### config.mk
export PLATFORM = sky130hd
export DESIGN_NAME = l2_port_arbiter
export DESIGN_NICKNAME = d
export VERILOG_FILES = /design/src/rtl/l2_arb_pkg.sv /design/src/rtl/l2_port_arbiter_rr_arbiter.sv /design/src/rtl/l2_port_arbiter.sv
export SDC_FILE = /design/constraint.sdc
export NUM_CORES = 1
export LEC_CHECK = 0
export CAP_MARGIN = 20
export CORE_AREA = 2 2 115 117
export DETAILED_ROUTE_END_ITERATION = 12
export DIE_AREA = 0 0 117 119
export GPL_ROUTABILITY_DRIVEN = 1
export PLACE_DENSITY_LB_ADDON = 0.05
export RECOVER_POWER = 100
export SLEW_MARGIN = 20
export SYNTH_ARGS = -nofsm -noshare
export SYNTH_HDL_FRONTEND = slang
export SYNTH_SLANG_ARGS = --single-unit
### constraint.sdc
create_clock -name clk_i -period 1.9 [get_ports clk_i]
set_input_delay 0.475 -clock clk_i [delete_from_list [all_inputs] [get_ports clk_i]]
set_output_delay 0.475 -clock clk_i [all_outputs]
set_load 0.01 [all_outputs]
### src/rtl/l2_arb_pkg.sv
// ---------------------------------------------------------------------------
// l2_arb_pkg
//   Shared types, constants and helpers for the L2 port arbiter.
//
//   resp_tag_t       : one response-pipeline entry {valid, master index, err}.
//                      The index field has a fixed width of TAG_IDX_W bits, so
//                      the arbiter supports up to 2**TAG_IDX_W masters.
//   ERR_DATA_DEFAULT : read data returned with an error response.
//   addr_in_window   : checks whether a byte address falls inside the L2 window.
// ---------------------------------------------------------------------------
package l2_arb_pkg;

    localparam int unsigned TAG_IDX_W = 4;

    localparam logic [31:0] ERR_DATA_DEFAULT = 32'hBADC_AB1E;

    typedef struct packed {
        logic                 valid;
        logic [TAG_IDX_W-1:0] idx;
        logic                 err;
    } resp_tag_t;

    // The window is [base, base + 2**(mem_addr_width+2)). The test is done on
    // 64 bits so that the upper bound cannot wrap for any 32-bit base.
    function automatic logic addr_in_window(input logic [63:0] addr,
                                            input logic [63:0] base,
                                            input int unsigned mem_addr_width);
        logic [63:0] offset;
        offset = addr - base;
        return (addr >= base) && ((offset >> (mem_addr_width + 2)) == 64'd0);
    endfunction

endpackage

### src/rtl/l2_port_arbiter_rr_arbiter.sv
// ---------------------------------------------------------------------------
// rr_arbiter
//   Combinational round-robin arbiter with an optional fixed-priority override
//   for requester 0.
//
//   req_i       : request vector
//   prio0_i     : when set and req_i[0] is high, requester 0 wins outright
//   rr_ptr_i    : round-robin pointer; the search starts at this index
//   gnt_o       : one-hot grant (all zero when nothing requests)
//   gnt_idx_o   : index of the granted requester (0 when no grant)
//   gnt_valid_o : a grant was issued this cycle
// ---------------------------------------------------------------------------
module rr_arbiter #(
    parameter int unsigned N     = 2,
    parameter int unsigned IDX_W = 1
) (
    input  logic [N-1:0]     req_i,
    input  logic             prio0_i,
    input  logic [IDX_W-1:0] rr_ptr_i,
    output logic [N-1:0]     gnt_o,
    output logic [IDX_W-1:0] gnt_idx_o,
    output logic             gnt_valid_o
);

    logic found;

    // Two passes: first look for a requester at or above the pointer, then
    // wrap and take the lowest requester. Together they give "first
    // requesting index >= pointer, wrapping".
    always_comb begin
        gnt_o     = '0;
        gnt_idx_o = '0;
        found     = 1'b0;

        if (prio0_i && req_i[0]) begin
            gnt_o[0] = 1'b1;
            found    = 1'b1;
        end

        for (int i = 0; i < int'(N); i++) begin
            if (!found && req_i[i] && (i >= int'(rr_ptr_i))) begin
                gnt_o[i]  = 1'b1;
                gnt_idx_o = IDX_W'(i);
                found     = 1'b1;
            end
        end

        for (int i = 0; i < int'(N); i++) begin
            if (!found && req_i[i]) begin
                gnt_o[i]  = 1'b1;
                gnt_idx_o = IDX_W'(i);
                found     = 1'b1;
            end
        end

        gnt_valid_o = found;
    end

endmodule

### src/rtl/l2_port_arbiter.sv
// ---------------------------------------------------------------------------
// l2_port_arbiter
//   Shares one single-port L2 SRAM between NUM_MASTERS request/grant masters.
//   Master 0 is the JTAG debug master. Arbitration is round-robin with an
//   optional debug-priority override. Every granted access, including an
//   out-of-window one, gets exactly one response MEM_LATENCY cycles later.
//
//   Handshake: a master raises req_i[m] with a stable payload and holds it
//   until gnt_o[m] is high. The cycle in which gnt_o[m] is high completes the
//   transfer, and a new request may follow in the next cycle. Exactly
//   MEM_LATENCY cycles after a grant, rvalid_o[m] pulses for one cycle with
//   rdata_o[m]/rerr_o[m]. There is no back-pressure on responses.
//
//   Ports
//     clk_i, rst_n            clock, asynchronous active-low reset
//     debug_prio_i            master 0 has fixed highest priority
//     req_i/addr_i/we_i/be_i/wdata_i   per-master request payload
//     gnt_o                   one-hot grant, combinational from req_i
//     rvalid_o/rdata_o/rerr_o per-master response
//     mem_*_o / mem_rdata_i   SRAM macro interface
// ---------------------------------------------------------------------------
module l2_port_arbiter
    import l2_arb_pkg::*;
#(
    parameter int unsigned           NUM_MASTERS    = 2,
    parameter int unsigned           ADDR_WIDTH     = 32,
    parameter int unsigned           DATA_WIDTH     = 32,
    parameter int unsigned           MEM_ADDR_WIDTH = 14,
    parameter logic [ADDR_WIDTH-1:0] L2_BASE        = '0,
    parameter int unsigned           MEM_LATENCY    = 1,
    parameter logic [DATA_WIDTH-1:0] ERR_DATA       = DATA_WIDTH'(ERR_DATA_DEFAULT)
) (
    input  logic                                        clk_i,
    input  logic                                        rst_n,
    input  logic                                        debug_prio_i,
    input  logic [NUM_MASTERS-1:0]                      req_i,
    input  logic [NUM_MASTERS-1:0][ADDR_WIDTH-1:0]      addr_i,
    input  logic [NUM_MASTERS-1:0]                      we_i,
    input  logic [NUM_MASTERS-1:0][DATA_WIDTH/8-1:0]    be_i,
    input  logic [NUM_MASTERS-1:0][DATA_WIDTH-1:0]      wdata_i,
    output logic [NUM_MASTERS-1:0]                      gnt_o,
    output logic [NUM_MASTERS-1:0]                      rvalid_o,
    output logic [NUM_MASTERS-1:0][DATA_WIDTH-1:0]      rdata_o,
    output logic [NUM_MASTERS-1:0]                      rerr_o,
    output logic                                        mem_req_o,
    output logic                                        mem_we_o,
    output logic [DATA_WIDTH/8-1:0]                     mem_be_o,
    output logic [MEM_ADDR_WIDTH-1:0]                   mem_addr_o,
    output logic [DATA_WIDTH-1:0]                       mem_wdata_o,
    input  logic [DATA_WIDTH-1:0]                       mem_rdata_i
);

    localparam int unsigned BE_W  = DATA_WIDTH / 8;
    localparam int unsigned IDX_W = (NUM_MASTERS > 1) ? $clog2(NUM_MASTERS) : 1;

    // ------------------------------------------------------------------
    // Arbitration
    // ------------------------------------------------------------------
    logic [IDX_W-1:0]       rr_q, rr_d;
    logic [NUM_MASTERS-1:0] arb_gnt;
    logic [IDX_W-1:0]       arb_idx;
    logic                   arb_valid;
    logic                   grant_live;

    rr_arbiter #(
        .N     (NUM_MASTERS),
        .IDX_W (IDX_W)
    ) u_rr_arbiter (
        .req_i       (req_i),
        .prio0_i     (debug_prio_i),
        .rr_ptr_i    (rr_q),
        .gnt_o       (arb_gnt),
        .gnt_idx_o   (arb_idx),
        .gnt_valid_o (arb_valid)
    );

    // Grants are suppressed while reset is asserted so that nothing reaches
    // the SRAM and no response is queued.
    assign grant_live = arb_valid & rst_n;
    assign gnt_o      = rst_n ? arb_gnt : '0;

    always_comb begin
        rr_d = rr_q;
        if (grant_live) begin
            rr_d = (arb_idx == IDX_W'(NUM_MASTERS - 1)) ? '0 : arb_idx + IDX_W'(1);
        end
    end

    // ------------------------------------------------------------------
    // Winner payload mux (AND-OR on the one-hot grant)
    // ------------------------------------------------------------------
    logic [ADDR_WIDTH-1:0] win_addr;
    logic                  win_we;
    logic [BE_W-1:0]       win_be;
    logic [DATA_WIDTH-1:0] win_wdata;

    always_comb begin
        win_addr  = '0;
        win_we    = 1'b0;
        win_be    = '0;
        win_wdata = '0;
        for (int i = 0; i < int'(NUM_MASTERS); i++) begin
            if (arb_gnt[i]) begin
                win_addr  = addr_i[i];
                win_we    = we_i[i];
                win_be    = be_i[i];
                win_wdata = wdata_i[i];
            end
        end
    end

    // ------------------------------------------------------------------
    // Address decode
    // ------------------------------------------------------------------
    logic                  in_win;
    logic [ADDR_WIDTH-1:0] win_off;
    logic                  unused_off_bits;

    assign in_win  = addr_in_window(64'(win_addr), 64'(L2_BASE), MEM_ADDR_WIDTH);
    assign win_off = win_addr - L2_BASE;

    // Byte-lane bits and bits above the window do not form the word address.
    assign unused_off_bits = ^{win_off[ADDR_WIDTH-1:MEM_ADDR_WIDTH+2], win_off[1:0]};

    assign mem_req_o   = grant_live & in_win;
    assign mem_we_o    = grant_live & win_we;
    assign mem_be_o    = grant_live ? win_be : '0;
    assign mem_addr_o  = grant_live ? win_off[MEM_ADDR_WIDTH+1:2] : '0;
    assign mem_wdata_o = grant_live ? win_wdata : '0;

    // ------------------------------------------------------------------
    // Response tracking pipeline: stage 0 is written in the grant cycle, the
    // last stage is the response presented MEM_LATENCY cycles later, when the
    // SRAM read data is valid.
    // ------------------------------------------------------------------
    resp_tag_t pipe_q [MEM_LATENCY];
    resp_tag_t tag_d;
    resp_tag_t head;

    always_comb begin
        tag_d = '0;
        if (grant_live) begin
            tag_d.valid = 1'b1;
            tag_d.idx   = TAG_IDX_W'(arb_idx);
            tag_d.err   = ~in_win;
        end
    end

    always_ff @(posedge clk_i or negedge rst_n) begin
        if (!rst_n) begin
            rr_q <= '0;
            for (int s = 0; s < int'(MEM_LATENCY); s++) begin
                pipe_q[s] <= '0;
            end
        end else begin
            rr_q      <= rr_d;
            pipe_q[0] <= tag_d;
            for (int s = 1; s < int'(MEM_LATENCY); s++) begin
                pipe_q[s] <= pipe_q[s-1];
            end
        end
    end

    assign head = pipe_q[MEM_LATENCY-1];

    always_comb begin
        rvalid_o = '0;
        rerr_o   = '0;
        rdata_o  = '0;
        for (int i = 0; i < int'(NUM_MASTERS); i++) begin
            if (head.valid && (head.idx == TAG_IDX_W'(i))) begin
                rvalid_o[i] = 1'b1;
                rerr_o[i]   = head.err;
                rdata_o[i]  = head.err ? ERR_DATA : mem_rdata_i;
            end
        end
    end

endmodule

==> results.yml, run 1 <==
pwr:
  seq_power_share: 0.057
  total_leakage_power_nw: 2.87
  switching_share: 0.359
  power.share.clock: 0.188
  internal-power_mw: 1.11
  p_sw_mw: 0.622
  power.density_mw_per_mm2: 302
  peakVddDrop_uv: 205
  finalPower_mw: 1.73
  power_frac_comb: 0.756
cts:
  htreeDepth: 1
  cts.clk_slew.worst_paths_ps: 30
  ctsHoldBuffers: 0
  numCtsBuffers: 3
  cts_tree: "yes"
  cts_root_buffer: "clkbuf_16"
  clock_sinks: 4
  cts.path.max_buffers: 2
  clock_latency_ps: 220
synthesis:
  postSynthAreaPerCell_um2: 4.94
  ys_top_cells_by_area: "nor2_1 (20%), a21oi_1 (16%), nand3_1 (16%)"
  async_reset_ff_frac: 1.00
  ys_seq_elements: 4
  synth-edff-count: 0
  synth_top_area_frac: 0.203
  synth_cells: 314
  synth.distinct_cells: 21
  synth_top_area_cell: "nor2_1"
  ys_seq_area_frac: 0.0646
  synth.most_common_cell: "nor2_1"
  synth_top_flop_cell: "dfrtp_1"
  synth_nets: 489
  syn_area_mm2: 0.00155
  synth_common_cells: "nor2_1 (84), nand2_1 (52), a21oi_1 (51), nand3_1 (51), clkbuf_1 (19)"
  ys_warn_count: 0
critical_path:
  worstPathArrival_ps: 1640
  r2r_slack_ps: 530
  cp-start-kind: "flip-flop"
  rr_worst_depth: 6
  rr_startpoint: "rr_q"
  crit_fanout: 6
  crit_type: "reg2out"
  cp.required_ps: 1420
  r2r_end: "rr_q"
  cp-end-kind: "output port"
detailed_routing:
  drt-initial-drc-count: 104
  drc_errors: 0
  vias: 3528
  wl_mm: 12.8
  wl_per_cell_um: 15.9
  drtAntennaViolNets: 0
  vias_per_cell: 4.38
  drt_pass1_iterations: 4
timing:
  period_share: 1.11
  post-route-min-period_ps: 2110
  max_freq_mhz: 474
  maxSlewHeadroom: 0.773
  fin_ws_ps: -211
  skew_ps: 0.165
  drv_slew: 0
  finalHoldViolations: 0
  totalNegativeSetupSlack_ps: -7250
  final-setup-viol-count: 67
  rsz0062_at_grt: "true"
  tightest_slew_ps: 340
layout:
  layout-area-overhead-vs-synth_pct: 270
  diodes: 0
  fillers: 1358
  fin_area_mm2: 0.00574
  nNetsFinal: 806
  fin_util: 0.446
  drive_gt1_frac: 0.428
floorplanning:
  die_x_um: 117
  dieHeight_um: 119
  pin_count: 297
  core_area_mm2: 0.0129
  start_util: 0.120
  dieArea_mm2: 0.0139
  rows: 42
global_route:
  grt_pass1_vias: 3490
  grt_first_pass_wirelength_mm: 18.0
  grt_usage: 0.165
  antenna_found_initial: 0
  grt_max_degree: 46
  grt_overflow: 0
placed_design:
  dp_hpwl_mm: 8.56
  gp_congestion: 0.744
  placed_cell_area_mm2: 0.00479
  port_buffers: 292
outcome:
  outcome: "finished with violations"
  violations: "setup timing"
hold_path:
  hold_class: "in2async"
job:
  cap_violations: 0
==> cell families after synthesis <==
group | share of synthesized area
DFF | 0.0646
AOI/OAI and AO/OA | 0.188
buffers and inverters | 0.111
and+or+nand+nor | 0.636
==> area by class of cell <==
class	instances	area [µm²]	area share
repair buffers	343	3410	0.594
multi-input cells	276	1920	0.335
well taps	176	220	0.0384
flip-flops and latches	4	100	0.0174
clock buffers	3	75.1	0.0131
inverters	3	11.3	0.00196
==> metal layers <==
metal / global-route usage / up-vias / wire length (µm)
li1: - / 1688 / -
met1: 0.168 / 1637 / 4490
met2: 0.329 / 189 / 6900
met3: 0.0372 / 14 / 1190
met4: 0.0390 / 0 / 200
met5: 0 / - / 0
==> state kept, by name (all words and copies together) (netlist names) <==
signal  count
rr_q        1
head        3
==> power by group through the flow <==
stage	registers [mW]	clock network, mW	logic (mW)
after floorplan	0.0981	0	0.342
after global placement	0.0989	0	1.04
after detailed placement	0.0989	0	1.04
after CTS	0.0991	0.331	1.28
after global routing	0.0993	0.342	1.39
final	0.0981	0.325	1.31
==> metrics by stage <==
stage,instances,setup slack [ps],hold WS [ps]
2_1_floorplan,314,105,179
3_3_place_gp,770,-989,544
3_5_place_dp,770,-963,551
4_1_cts,807,-395,382
5_1_grt,805,-286,464
6_report,805,-211,438
==> critical path: stages (launching register included) <==
cell and delay [ps]:
dfrtp_1 420, nand3b_4 120, and2_4 210, buf_12 140, buf_16 130, buf_12 100
nand2_2 50, a21oi_2 100, buf_2 150
==> how the worst max path moves through the flow <==
stage                     startpoint               to  depth (start not counted)
after floorplan             req_i[1]    mem_addr_o[0]                          7
after global routing            rr_q   mem_wdata_o[7]                          8
after global placement    addr_i[59]        mem_req_o                          6
final                           rr_q  mem_wdata_o[17]                          8
after CTS                 addr_i[61]        mem_req_o                          6
after detailed placement  addr_i[59]        mem_req_o                          6
==> what timing repair did <==
action	in CTS	in global routing
pin swaps	76	64
gates cloned	14	1
buffers inserted	21	1
gates resized for setup	452	136
setup endpoints to repair	122	85
==> cell usage in the layout (no fill, tap or decap), types with 3 or more instances in the layout <==
cell and instances:
a21oi_1 4, a21oi_2 47, and2_4 3, buf_12 15
buf_16 10, buf_2 56, buf_4 10, buf_6 15
clkbuf_16 4, clkbuf_2 22, clkdlybuf4s15_1 8, clkdlybuf4s50_1 134
dfrtp_1 4, dlygate4sd2_1 39, dlymetal6s2s_1 27, inv_1 3
nand2_1 8, nand2_2 18, nand2_4 26, nand2b_1 14
nand3_1 34, nand3_2 16, nor2_1 76, nor2_2 7
nor4_2 7
(Power assumes the default switching activity.)
==> run 2, diff against run 1 <==
Settings changed: CORE_AREA 2 2 115 117 to 8 8 109 111, CTS_BUF_LIST set to sky130_fd_sc_hd__clkbuf_4 sky130_fd_sc_hd__clkbuf_8 sky130_fd_sc_hd__clkbuf_16.
==> results.yml, run 2 (same netlist as run 1, synthesis figures left out) <==
pwr:
  peakVddDrop_uv: 142
  power.density_mw_per_mm2: 280
  finalPower_mw: 1.61
  total_leakage_power_nw: 2.77
layout:
  fillers: 992
  layout_common_cells: "clkdlybuf4s50_1 (134), nor2_1 (71), buf_2 (63), dlygate4sd2_1 (53), a21oi_2 (50)"
  regArea_um2: 100
  fin_area_mm2: 0.00577
  final_common_cell: "clkdlybuf4s50_1"
  layout-area-overhead-vs-synth_pct: 272
  largest_reg_flops: 3
  nNetsFinal: 819
  drive_gt1_frac: 0.456
  multi_input_area_mm2: 0.00204
detailed_routing:
  drt_pass1_iterations: 4
  drt-initial-drc-count: 125
  wl_met2_mm: 7.66
  highest_layer: "met4"
  drtAntennaViolNets: 0
  vias: 3493
  drc_errors: 0
  wirelength_met1_mm: 4.65
  wl_per_cell_um: 18.2
  wl_met3_mm: 1.60
  wl_mm: 14.2
  vias_per_cell: 4.48
cts:
  htreeDepth: 1
  cts.path.max_buffers: 2
  cts_tree: "yes"
  cts.clk_slew.worst_paths_ps: 30
  cts_root_buffer: "clkbuf_8"
  clock_latency_ps: 220
  clock_sinks: 4
  ctsHoldBuffers: 0
  numCtsBuffers: 3
timing:
  drv_slew: 0
  post-route-min-period_ps: 2090
  tightest_slew_ps: 326
  skew_ps: 1.46
  fin_ws_ps: -190
  period_share: 1.10
  maxSlewHeadroom: 0.783
  max_freq_mhz: 478
  whs_ps: 422
  rsz0062_at_grt: "true"
  finalHoldViolations: 0
  final-setup-viol-count: 75
  totalNegativeSetupSlack_ps: -5710
hold_path:
  hold_class: "in2async"
global_route:
  grt_usage: 0.178
  grt_first_pass_wirelength_mm: 19.8
  grt_pass1_vias: 3707
  antenna_found_initial: 1
  grt_max_degree: 42
  grt_overflow: 0
outcome:
  outcome: "finished with violations"
  violations: "setup timing"
placed_design:
  dp_hpwl_mm: 10.2
  placed_cell_area_mm2: 0.00478
  port_buffers: 292
  gp_congestion: 0.804
critical_path:
  crit_fanout: 7
  worstPathArrival_ps: 1620
  rr_startpoint: "rr_q"
  cp-end-kind: "output port"
  cp.required_ps: 1420
  cp-start-kind: "flip-flop"
  crit_type: "reg2out"
  critPathLaunch: "rr_q"
floorplanning:
  die_x_um: 117
  dieArea_mm2: 0.0139
  core_area_mm2: 0.0101
  start_util: 0.154
  pin_count: 297
  rows: 37
  dieHeight_um: 119
job:
  cap_violations: 0
==> run 2: cell count changes in the layout (fill, tap and decap cells not counted), sizes merged <==
| cell | previous run | this run |
|---|---|---|
| buf | 107 | 130 |
| clkbuf | 29 | 21 |
| clkdlybuf4s15 | 9 | 21 |
| diode | 0 | 1 |
| dlygate4sd2 | 39 | 53 |
| dlymetal6s2s | 27 | 0 |
| nand2 | 54 | 53 |
==> run 2: per-layer routing <==
layer  global-route usage  up-vias
met3               0.0627       17
met5                    0        -
li1                     -     1709
met1                0.168     1593
met2                0.346      174
met4               0.0504        0
==> run 2: path summary, 6_finish.rpt <==
kind	endpoint	slack [ps]	depth (start not counted)
setup / recovery	mem_wdata_o[20]	-190	8
hold / removal	head[0]	420	2
setup reg to reg	head[0]	110	12
hold reg to reg	rr_q	550	1
max in group asynchronous	head[5]	1230	2
min in group clk_i	rr_q	550	1
==> run 2: power by group <==
group | switching, mW | leakage [nW] | internal [mW]
Combinational | 0.577 | 2.69 | 0.759
Clock | 0.0451 | 0.0216 | 0.135
Sequential | 0.00503 | 0.0507 | 0.0922
==> run 2: critical path, stage by stage (launching register included) <==
cell	delay (ps)
dfrtp_1	410
nand3b_4	100
and2_4	180
buf_6	110
buf_12	100
buf_12	140
nand2_4	60
a21oi_2	130
buf_2	150
==> run 2: through the flow <==
step,std cells,util,setup slack [ps]
after floorplan,314,-,105
after global placement,732,0.473,-895
after detailed placement,732,0.473,-903
after CTS,776,0.540,-213
after global routing,779,0.572,-248
final,779,0.572,-190
==> run 2: layout make-up <==
type | instances | area share
inverter | 3 | 0.00195
timing repair buffer | 357 | 0.590
clock buffer | 3 | 0.00715
antenna | 1 | 0.000433
tap | 136 | 0.0295
multi-input combinational | 275 | 0.354
sequential | 4 | 0.0173
==> run 2: timing repair <==
item / 4_1_cts / 5_1_grt
buffers inserted: 31 / 5
pin swaps: 65 / 81
cloned: 10 / 4
endpoints found under the setup margin: 122 / 87
gates resized for setup: 498 / 140
